[config.mk]
export PLATFORM = sky130hd
export DESIGN_NAME = uart_rx_ctrl
export DESIGN_NICKNAME = d
export VERILOG_FILES = /design/src/rtl/uart_pkg.sv /design/src/rtl/uart_rx_fifo.sv /design/src/rtl/uart_rx_ctrl.sv
export SDC_FILE = /design/constraint.sdc
export NUM_CORES = 1
export LEC_CHECK = 0
export CORE_ASPECT_RATIO = 1.2
export CORE_MARGIN = 2
export CORE_UTILIZATION = 26
export CTS_CLUSTER_DIAMETER = 150
export DETAILED_ROUTE_END_ITERATION = 6
export PLACE_DENSITY = 0.42
export SYNTH_ARGS = -nofsm -noshare
export SYNTH_HDL_FRONTEND = slang
export SYNTH_HIERARCHICAL = 1
export SYNTH_SLANG_ARGS = --single-unit
[constraint.sdc]
create_clock -name clk -period 2.9 [get_ports clk]
set_input_delay 0.29 -clock clk [delete_from_list [all_inputs] [get_ports clk]]
set_output_delay 0.29 -clock clk [all_outputs]
set_load 0.02 [all_outputs]
[src/rtl/uart_pkg.sv]
// rtl/uart_pkg.sv - shared constants, state encoding and baud table for the UART receive path
package uart_pkg;

    localparam int TICKS_PER_BIT = 16;
    localparam int DRAIN_TICKS   = TICKS_PER_BIT;
    localparam int RX_ENTRY_W    = 10;
    localparam int DIV_W         = 14;

    typedef enum logic [1:0] {
        ST_OFF   = 2'd0,
        ST_IDLE  = 2'd1,
        ST_FRAME = 2'd2,
        ST_DRAIN = 2'd3
    } rx_state_e;

    // System clocks per 16x sample tick at 50 MHz, indexed by baud_select.
    function automatic logic [DIV_W-1:0] baud_div(input logic [2:0] sel);
        logic [DIV_W-1:0] div;
        case (sel)
            3'd0:    div = 14'd10417;
            3'd1:    div = 14'd2604;
            3'd2:    div = 14'd651;
            3'd3:    div = 14'd326;
            3'd4:    div = 14'd163;
            3'd5:    div = 14'd81;
            3'd6:    div = 14'd54;
            default: div = 14'd27;
        endcase
        return div;
    endfunction

endpackage

[src/rtl/uart_rx_fifo.sv]
// rtl/uart_rx_fifo.sv - synchronous first-word-fall-through FIFO for received frame entries
module uart_rx_fifo
    import uart_pkg::*;
#(
    parameter int DEPTH = 4,
    parameter int WIDTH = RX_ENTRY_W
) (
    input  logic             clk,
    input  logic             reset,
    input  logic             push,
    input  logic [WIDTH-1:0] push_data,
    output logic             full,
    input  logic             pop,
    output logic [WIDTH-1:0] pop_data,
    output logic             empty
);

    localparam int AW = $clog2(DEPTH);
    localparam int CW = AW + 1;

    logic [AW-1:0]    wr_ptr_q, wr_ptr_d;
    logic [AW-1:0]    rd_ptr_q, rd_ptr_d;
    logic [CW-1:0]    count_q, count_d;
    logic [WIDTH-1:0] mem_q [DEPTH];
    logic             wr_en;
    logic             rd_en;

    assign empty    = (count_q == '0);
    assign full     = (count_q == CW'(DEPTH));
    assign rd_en    = pop && !empty;
    // A full FIFO still accepts a write when the head leaves in the same clock.
    assign wr_en    = push && (!full || rd_en);
    assign pop_data = empty ? '0 : mem_q[rd_ptr_q];

    always_comb begin
        wr_ptr_d = wr_ptr_q + AW'(wr_en);
        rd_ptr_d = rd_ptr_q + AW'(rd_en);
        count_d  = count_q + CW'(wr_en) - CW'(rd_en);
    end

    always_ff @(posedge clk) begin
        if (reset) begin
            wr_ptr_q <= '0;
            rd_ptr_q <= '0;
            count_q  <= '0;
        end else begin
            wr_ptr_q <= wr_ptr_d;
            rd_ptr_q <= rd_ptr_d;
            count_q  <= count_d;
        end
    end

    always_ff @(posedge clk) begin
        if (wr_en) begin
            mem_q[wr_ptr_q] <= push_data;
        end
    end

endmodule

[src/rtl/uart_rx_ctrl.sv]
// rtl/uart_rx_ctrl.sv - sample-tick divider, frame-safe receiver enable and status capture FIFO
module uart_rx_ctrl
    import uart_pkg::*;
#(
    parameter int DEPTH         = 4,
    parameter bit DROP_ERR      = 1'b0,
    parameter int TIMEOUT_TICKS = 192
) (
    input  logic       clk,
    input  logic       reset,
    input  logic [2:0] baud_select,
    input  logic       rx_enable,
    input  logic       RxD,
    output logic       Rx_sample,
    output logic       Rx_EN,
    input  logic [7:0] Rx_DATA,
    input  logic       Rx_VALID,
    input  logic       Rx_FERROR,
    input  logic       Rx_PERROR,
    output logic       rd_valid,
    input  logic       rd_ready,
    output logic [7:0] rd_data,
    output logic       rd_ferror,
    output logic       rd_perror,
    output logic       busy,
    output logic       overflow,
    output logic [7:0] err_count,
    input  logic       clear_status
);

    localparam int TICK_MAX = (TIMEOUT_TICKS > DRAIN_TICKS) ? TIMEOUT_TICKS : DRAIN_TICKS;
    localparam int TW       = $clog2(TICK_MAX);

    rx_state_e             state_q, state_d;
    logic [2:0]            div_sel_q, div_sel_d;
    logic [DIV_W-1:0]      div_cnt_q, div_cnt_d;
    logic [TW-1:0]         tick_q, tick_d;
    logic                  rxd_meta_q, rxd_meta_d;
    logic                  rxd_s_q, rxd_s_d;
    logic                  rxd_prev_q, rxd_prev_d;
    logic                  stat_prev_q, stat_prev_d;
    logic                  rx_en_q, rx_en_d;
    logic                  busy_q, busy_d;
    logic                  overflow_q, overflow_d;
    logic [7:0]            err_count_q, err_count_d;

    logic [DIV_W-1:0]      div;
    logic                  sample;
    logic                  status;
    logic                  stat_event;
    logic                  start_edge;
    logic                  frame_err;
    logic                  push_evt;
    logic                  push_req;
    logic                  pop;
    logic                  fifo_full;
    logic                  fifo_empty;
    logic [RX_ENTRY_W-1:0] fifo_head;

    assign div        = baud_div(div_sel_q);
    assign sample     = (div_cnt_q == div - DIV_W'(1));
    assign status     = Rx_VALID | Rx_FERROR | Rx_PERROR;
    assign stat_event = status && !stat_prev_q;
    assign start_edge = rxd_prev_q && !rxd_s_q;
    assign frame_err  = Rx_FERROR | Rx_PERROR;
    assign pop        = !fifo_empty && rd_ready;

    always_comb begin
        state_d     = state_q;
        div_sel_d   = div_sel_q;
        div_cnt_d   = div_cnt_q;
        tick_d      = tick_q;
        rxd_meta_d  = RxD;
        rxd_s_d     = rxd_meta_q;
        rxd_prev_d  = rxd_s_q;
        stat_prev_d = status;
        overflow_d  = overflow_q;
        err_count_d = err_count_q;
        push_evt    = 1'b0;
        push_req    = 1'b0;

        // The rate is frozen once a frame is under way so its bit timing never shifts.
        if (state_q == ST_OFF || state_q == ST_IDLE) begin
            div_sel_d = baud_select;
        end
        if (div_sel_d != div_sel_q || sample) begin
            div_cnt_d = '0;
        end else begin
            div_cnt_d = div_cnt_q + DIV_W'(1);
        end

        case (state_q)
            ST_OFF: begin
                if (rx_enable) begin
                    state_d = ST_IDLE;
                end
            end
            ST_IDLE: begin
                if (start_edge) begin
                    state_d = ST_FRAME;
                    tick_d  = '0;
                end else if (!rx_enable) begin
                    state_d = ST_OFF;
                end
            end
            ST_FRAME: begin
                if (stat_event) begin
                    push_evt = 1'b1;
                    state_d  = ST_DRAIN;
                    tick_d   = '0;
                end else if (sample) begin
                    if (tick_q == TW'(TIMEOUT_TICKS - 1)) begin
                        state_d = ST_DRAIN;
                        tick_d  = '0;
                    end else begin
                        tick_d = tick_q + TW'(1);
                    end
                end
            end
            ST_DRAIN: begin
                if (sample) begin
                    if (tick_q == TW'(DRAIN_TICKS - 1)) begin
                        state_d = rx_enable ? ST_IDLE : ST_OFF;
                        tick_d  = '0;
                    end else begin
                        tick_d = tick_q + TW'(1);
                    end
                end
            end
            default: state_d = ST_OFF;
        endcase

        push_req = push_evt && !(DROP_ERR && frame_err);
        if (push_evt && frame_err && err_count_q != 8'hFF) begin
            err_count_d = err_count_q + 8'd1;
        end
        if (push_req && fifo_full && !pop) begin
            overflow_d = 1'b1;
        end
        if (clear_status) begin
            overflow_d  = 1'b0;
            err_count_d = 8'd0;
        end

        rx_en_d = (state_d != ST_OFF);
        busy_d  = (state_d == ST_FRAME) || (state_d == ST_DRAIN);
    end

    always_ff @(posedge clk) begin
        if (reset) begin
            state_q     <= ST_OFF;
            div_sel_q   <= baud_select;
            div_cnt_q   <= '0;
            tick_q      <= '0;
            rxd_meta_q  <= 1'b0;
            rxd_s_q     <= 1'b0;
            rxd_prev_q  <= 1'b0;
            stat_prev_q <= 1'b0;
            rx_en_q     <= 1'b0;
            busy_q      <= 1'b0;
            overflow_q  <= 1'b0;
            err_count_q <= 8'd0;
        end else begin
            state_q     <= state_d;
            div_sel_q   <= div_sel_d;
            div_cnt_q   <= div_cnt_d;
            tick_q      <= tick_d;
            rxd_meta_q  <= rxd_meta_d;
            rxd_s_q     <= rxd_s_d;
            rxd_prev_q  <= rxd_prev_d;
            stat_prev_q <= stat_prev_d;
            rx_en_q     <= rx_en_d;
            busy_q      <= busy_d;
            overflow_q  <= overflow_d;
            err_count_q <= err_count_d;
        end
    end

    uart_rx_fifo #(
        .DEPTH (DEPTH),
        .WIDTH (RX_ENTRY_W)
    ) u_fifo (
        .clk       (clk),
        .reset     (reset),
        .push      (push_req),
        .push_data ({Rx_FERROR, Rx_PERROR, Rx_DATA}),
        .full      (fifo_full),
        .pop       (pop),
        .pop_data  (fifo_head),
        .empty     (fifo_empty)
    );

    assign Rx_sample = sample;
    assign Rx_EN     = rx_en_q;
    assign busy      = busy_q;
    assign overflow  = overflow_q;
    assign err_count = err_count_q;
    assign rd_valid  = !fifo_empty;
    assign rd_data   = fifo_head[7:0];
    assign rd_perror = fifo_head[8];
    assign rd_ferror = fifo_head[9];

endmodule

Word level (Yosys, flattened, before mapping)
Memories as Yosys holds them, arrays and structs flattened. A register that Yosys moved wholly into a read port is not among the register bits.
Cells that the tools add are included.
Widths: inputs -> output; s select.

word-level totals
  bits in registers = 49
  RAM bits = 40
  input port bits = 20
  memories kept = 1

operators by class
  add/sub/neg operators = 8
  eq/ne operators = 20
  muxes and demuxes = 26
  bitwise logic cells = 3
  reductions and logical operators = 26

memories
  name          depth  bits a word  rd ports  clocked after Yosys merged registers in  wr ports  RTL line            RTL
  u_fifo.mem_q  4      10           1         1                                        1         uart_rx_fifo.sv:24  logic [WIDTH-1:0] mem_q [DEPTH];

operators with widths
  kind                   count
  $pmux 14 s7            1
  $mux 8                 6
  $pmux 8 s3             1
  $mux 2                 9
  $add 8x1->8 const B    2
  $add 14x1->14 const B  1
  $eq 14x14->1           1
  $sub 14x1->14 const B  1
  $eq 3x3->1 const B     4
  $mux 10                1
  $logic_and 1x1->1      9
  $eq 2x2->1 const B     4
  $eq 8x4->1 const B     1
  $eq 8x8->1 const B     1
  $ne 8x8->1 const B     1
  $pmux 2 s4             1
  $eq 3x2->1 const B     2
  $logic_not 3->1        2
  $mux 3                 2
  $logic_not 1->1        5
  $mux 1                 5
  $add 2x1->2            2
  $logic_or 1x1->1       4
  $ne 2x2->1 const B     2
  other kinds (12)       15

Longest topological paths before layout
  word-level depth = 9
  mapped depth = 14
  mapped depth without buffers = 12

Cells and area by module
The synthesis kept the hierarchy.

by module, submodules not included
  module        instances  cells each  area an instance (sq um)
  uart_rx_ctrl  1          265         2162.1
  uart_rx_fifo  1          100         1895.6

Least setup slack after synthesis
Ideal clock, no wire load.

  path kind = flip-flop to flip-flop
  start point = reg div_sel_q[1]
  end point = reg tick_q[2]
  setup time = 0.071 ns
  arrival time = 3.002 ns
  path slack = -0.173 ns
  stages on the path, launching flop included = 13
  path buffers = 2
  path through = dfxtp_1 buf_2 buf_2 nand2_1 nand2_1 ha_1 xnor2_1 a2111oi_0 nand2_1 a2111oi_4 o21ai_2 or4_1 a21oi_1

on the way
  word-level cells in the longest chain between the ends = 6
  elaborated cells between the ends (all ways) = 13

RTL lines
  what                                                       RTL line             RTL
  from (decl)                                                uart_rx_ctrl.sv:35   logic [2:0] div_sel_q, div_sel_d;
  from (signal assigned)                                     uart_rx_ctrl.sv:152  div_sel_q <= baud_select;
  from (signal assigned)                                     uart_rx_ctrl.sv:165  div_sel_q <= div_sel_d;
  $eq 3x3->1 (tied with other cells)                         uart_pkg.sv:19       case (sel)
  $pmux 14 s7 (*)                                            uart_pkg.sv:19
  $sub 14x1->14 (*)                                          uart_rx_ctrl.sv:61   assign sample = (div_cnt_q == div - DIV_W'(1));
  $eq 14x14->1 (*)                                           uart_rx_ctrl.sv:61
  via Rx_sample                                              uart_rx_ctrl.sv:14   output logic Rx_sample,
  $ne 3x3->1 (no line) / $ne 2x2->1 (equally long branches)  n/a
  $reduce_and 4->1 (no line) (*)                             n/a
  to (signal assigned)                                       uart_rx_ctrl.sv:167  tick_q <= tick_d;
  to (decl)                                                  uart_rx_ctrl.sv:37   logic [TW-1:0] tick_q, tick_d;

The timed path passes the listed nets; every way through them passes the cells marked *.
A chain may end at the register's enable or synchronous reset.

Worst setup path after layout
  start point = reg div_sel_q[2]
  end point = reg tick_q[2]

on the way
  word-level cells in the longest chain between the ends = 6
  elaborated cells between the ends (all ways) = 13

RTL lines
  what                                                       RTL line
  $eq 3x3->1 (tied with other cells)                         uart_pkg.sv:19
  $pmux 14 s7 (*)                                            uart_pkg.sv:19
  $sub 14x1->14 (*)                                          uart_rx_ctrl.sv:61
  $eq 14x14->1 (*)                                           uart_rx_ctrl.sv:61
  $ne 3x3->1 (no line) / $ne 2x2->1 (equally long branches)  n/a
  $reduce_and 4->1 (no line) (*)                             n/a

Mark *: on every way between the ends. The rest lies on a longest branch, timed or not.

==> flow_metrics.py <==
metrics = {
    "timing": {
        "fin_crit_ns": 2.76,
        "timing.fmax_mhz": 363,
        "finalCritPeriodShare": 0.951,
        "setup_viol": 0,
        "slew_headroom": 0.608,
        "worst_pin_slew_ns": 0.587,
        "hold_viol_final": 0,
        "clock_skew_ns": 0.00486,
        "drv_slew": 0,
        "tns_ns": 0,
    },
    "logic_synthesis": {
        "synthArstFlopShare": 0,
        "syn-num-nets": 393,
        "ys_warn_count": 6,
        "synth_edf_count": 40,
        "synth_seq_cells": 89,
        "synth_seq_area_share": 0.538,
        "yosysUniqueCellTypes": 51,
        "syn_area_um2": 4060,
        "ys.flop_type": "dfxtp_1",
        "synthCells": 365,
        "avgSynthCellArea_um2": 11.1,
    },
    "worst_setup_path": {
        "path_cells": "nor2b_4 -> nand2_1 -> nand2_1 -> ha_2 -> xnor2_1 -> a2111oi_2 -> nand2_1 -> a2111oi_4 -> buf_4 -> o21ai_2 -> or4_1 -> a21oi_1",
        "crit_fanout": 7,
        "max_stage_delay_ns": 0.49,
        "end_kind": "register",
        "cp_data_arrival_time_ns": 3.03,
        "cp_slowest_cell": "or4_1",
        "crit_top_cell": "nand2_1",
        "cp_top_family": "simple AND/OR/NAND/NOR gates",
        "worstSetupPathType": "reg2reg",
        "crit_buf_inv": 1,
        "cp-start-kind": "register",
        "worstPathRequired_ns": 3.17,
    },
    "detailed_routing": {
        "drt_wl_total_mm": 8.56,
        "vias_per_cell": 4.41,
        "drc": 0,
        "drtIter0Drc": 126,
        "vias": 2823,
        "avgRoutedWirePerCell_um": 13.4,
        "postRouteAntennaNets": 0,
        "dr.pass1.iters": 4,
    },
    "clock_tree": {
        "path_clk_slew_ns": 0.07,
        "cts-htree-levels": 3,
        "worstSkewPairLatency_ns": 0.34,
        "clk_path_buf_depth": 2,
        "ctsRootBufferMaster": "clkbuf_16",
        "tritoncts": "done",
        "cts_buffers": 9,
        "cts.sinks": 89,
    },
    "final_layout": {
        "multi_input_area_um2": 1770,
        "fin_util": 0.333,
        "fin_area_um2": 5150,
        "antenna_cells": 0,
        "fin_cells": 640,
        "drive_gt1_frac": 0.153,
        "fillers": 1618,
        "area_delta_synth_final_pct": 26.9,
        "nets": 455,
        "register_area_um2": 2190,
    },
    "floorplanning": {
        "initial_core_util": 0.263,
        "io_pins": 43,
        "core_um2": 15500,
        "die_height_um": 141,
        "die-area_um2": 16600,
        "die_w_um": 118,
        "rows": 50,
    },
    "flow_run": {
        "drv_cap": 0,
    },
    "power": {
        "powerDensity_nw_per_um2": 505,
        "ir_drop_uv": 214,
        "power_mw": 2.60,
        "p_leak_nw": 1.76,
    },
    "grt": {
        "grt_max_degree": 18,
        "use_met3": 0.0279,
        "grt_overflow": 0,
        "track_usage": 0.110,
        "use_met1": 0.138,
        "grt_pass1_wl_mm": 14.4,
        "grt_use_met2": 0.175,
        "antenna_found_initial": 0,
        "busiest_layer": "met2",
        "grt_pass1_vias": 2747,
    },
    "status": {
        "status": "completed",
    },
    "placement": {
        "gp_congestion": 0.763,
        "placed_area_um2": 4820,
        "portBuffers": 42,
        "dp_hpwl_mm": 6.01,
        "dp_cells": 620,
    },
    "min_path": {
        "min_path_type": "reg2reg",
    },
}
## placed cells by master (no fill, tap or decap), types with 3 or more instances in the layout
cell type	netlist	routed
nor3_1	10	10
edfxtp_1	40	40
and3_1	7	7
ha_1	7	6
o21ai_0	11	11
clkbuf_16	0	9
or3_1	4	4
nand2_1	14	14
xnor2_1	14	14
a211oi_1	4	4
xor2_1	18	17
buf_4	1	22
nand4_1	3	3
inv_1	14	14
clkdlybuf4s50_1	0	41
nor2_1	50	50
mux4_2	10	10
inv_6	0	3
dfxtp_1	49	47
nand2b_1	4	4
a21oi_1	13	13
nand3_1	15	15
nor3b_1	3	3
nor2b_1	23	23
a31oi_1	4	4
## worst paths after layout
check / to / startpoint / slack (ns) / depth (start not counted)
max: tick_q[2] / div_sel_q[2] / 0.14 / 12
max reg2reg: tick_q[2] / div_sel_q[2] / 0.14 / 12
min reg2reg: rxd_prev_d / rxd_meta_q / 0.44 / 1
min: rxd_prev_d / rxd_meta_q / 0.44 / 1
## cell usage after synthesis, drive strengths merged, types with 3 or more instances
cell type	number	area, µm²
nand4	3	18.8
buf	10	57.6
clkbuf	3	11.3
nor2b	24	153
edfxtp	40	1200
xnor2	14	123
or3	4	25.0
nor3	11	60.1
dfxtp	49	981
and3	7	43.8
a211oi	4	30.0
nor3b	3	22.5
mux4	10	225
a31oi	4	25.0
ha	7	87.6
nor2	50	188
a21oi	13	65.1
xor2	18	158
nand2b	4	25.0
nand3	15	75.1
o21ai	12	63.8
nand2	14	52.6
inv	16	60.1
## cell type report
class,instances,share of cell area
tap,208,0.0505
inverter,16,0.0117
clock buffer,9,0.0437
multi-input combinational,247,0.343
timing repair buffer,64,0.114
sequential,89,0.425
clock inverter,7,0.0119
## through the flow
| stage | hold slack [ns] | setup slack [ns] |
|---|---|---|
| after floorplan | 0.362 | -0.0546 |
| after CTS | 0.444 | 0.00227 |
| after global placement | 0.425 | 0.0783 |
| final | 0.444 | 0.143 |
| after detailed placement | 0.429 | 0.0379 |
| after global routing | 0.448 | -0.0261 |
## cells by family after synthesis
family | count (synthesis) | share of synthesized area
AND/OR/NAND/NOR | 143 | 0.179
XOR/XNOR | 32 | 0.0691
adder cells (fa/ha/maj) | 8 | 0.0265
AO/OA/AOI/OAI | 50 | 0.0904
buffers and inverters | 29 | 0.0318
multiplexers | 14 | 0.0660
flip-flops | 89 | 0.538
## layer usage
layer,vias to the layer above,wire length [µm]
met5,-,0
met4,0,226
met3,15,340
met2,46,4020
met1,1340,3970
li1,1422,-
## registers in the layout, summed over array words and instances, names as in the netlist
register / cells
Rx_EN: 1
busy: 1
div_cnt_q: 14
div_sel_q: 3
err_count: 8
overflow: 1
rxd_meta_q: 1
rxd_prev_d: 1
rxd_prev_q: 1
stat_prev_q: 1
state_q: 2
tick_q: 8
u_fifo/count_q: 3
u_fifo/mem_q: 40
u_fifo/rd_ptr_q: 2
u_fifo/wr_ptr_q: 2
## repair_timing
item                                    4_1_cts  5_1_grt
hold buffers                                  0        0
pin swaps                                     0        4
gates resized for setup                       3        5
hold endpoints to repair                      0        0
endpoints found under the setup margin        1       22
buffers inserted                              0        4
## power breakdown
group | switching, mW | total (mW) | internal, mW
Combinational | 0.0725 | 0.145 | 0.0723
Clock | 0.529 | 1.13 | 0.597
Sequential | 0.00979 | 1.33 | 1.32
Total | 0.611 | 2.60 | 1.99
No activity file was read; power rests on OpenSTA's default activity.
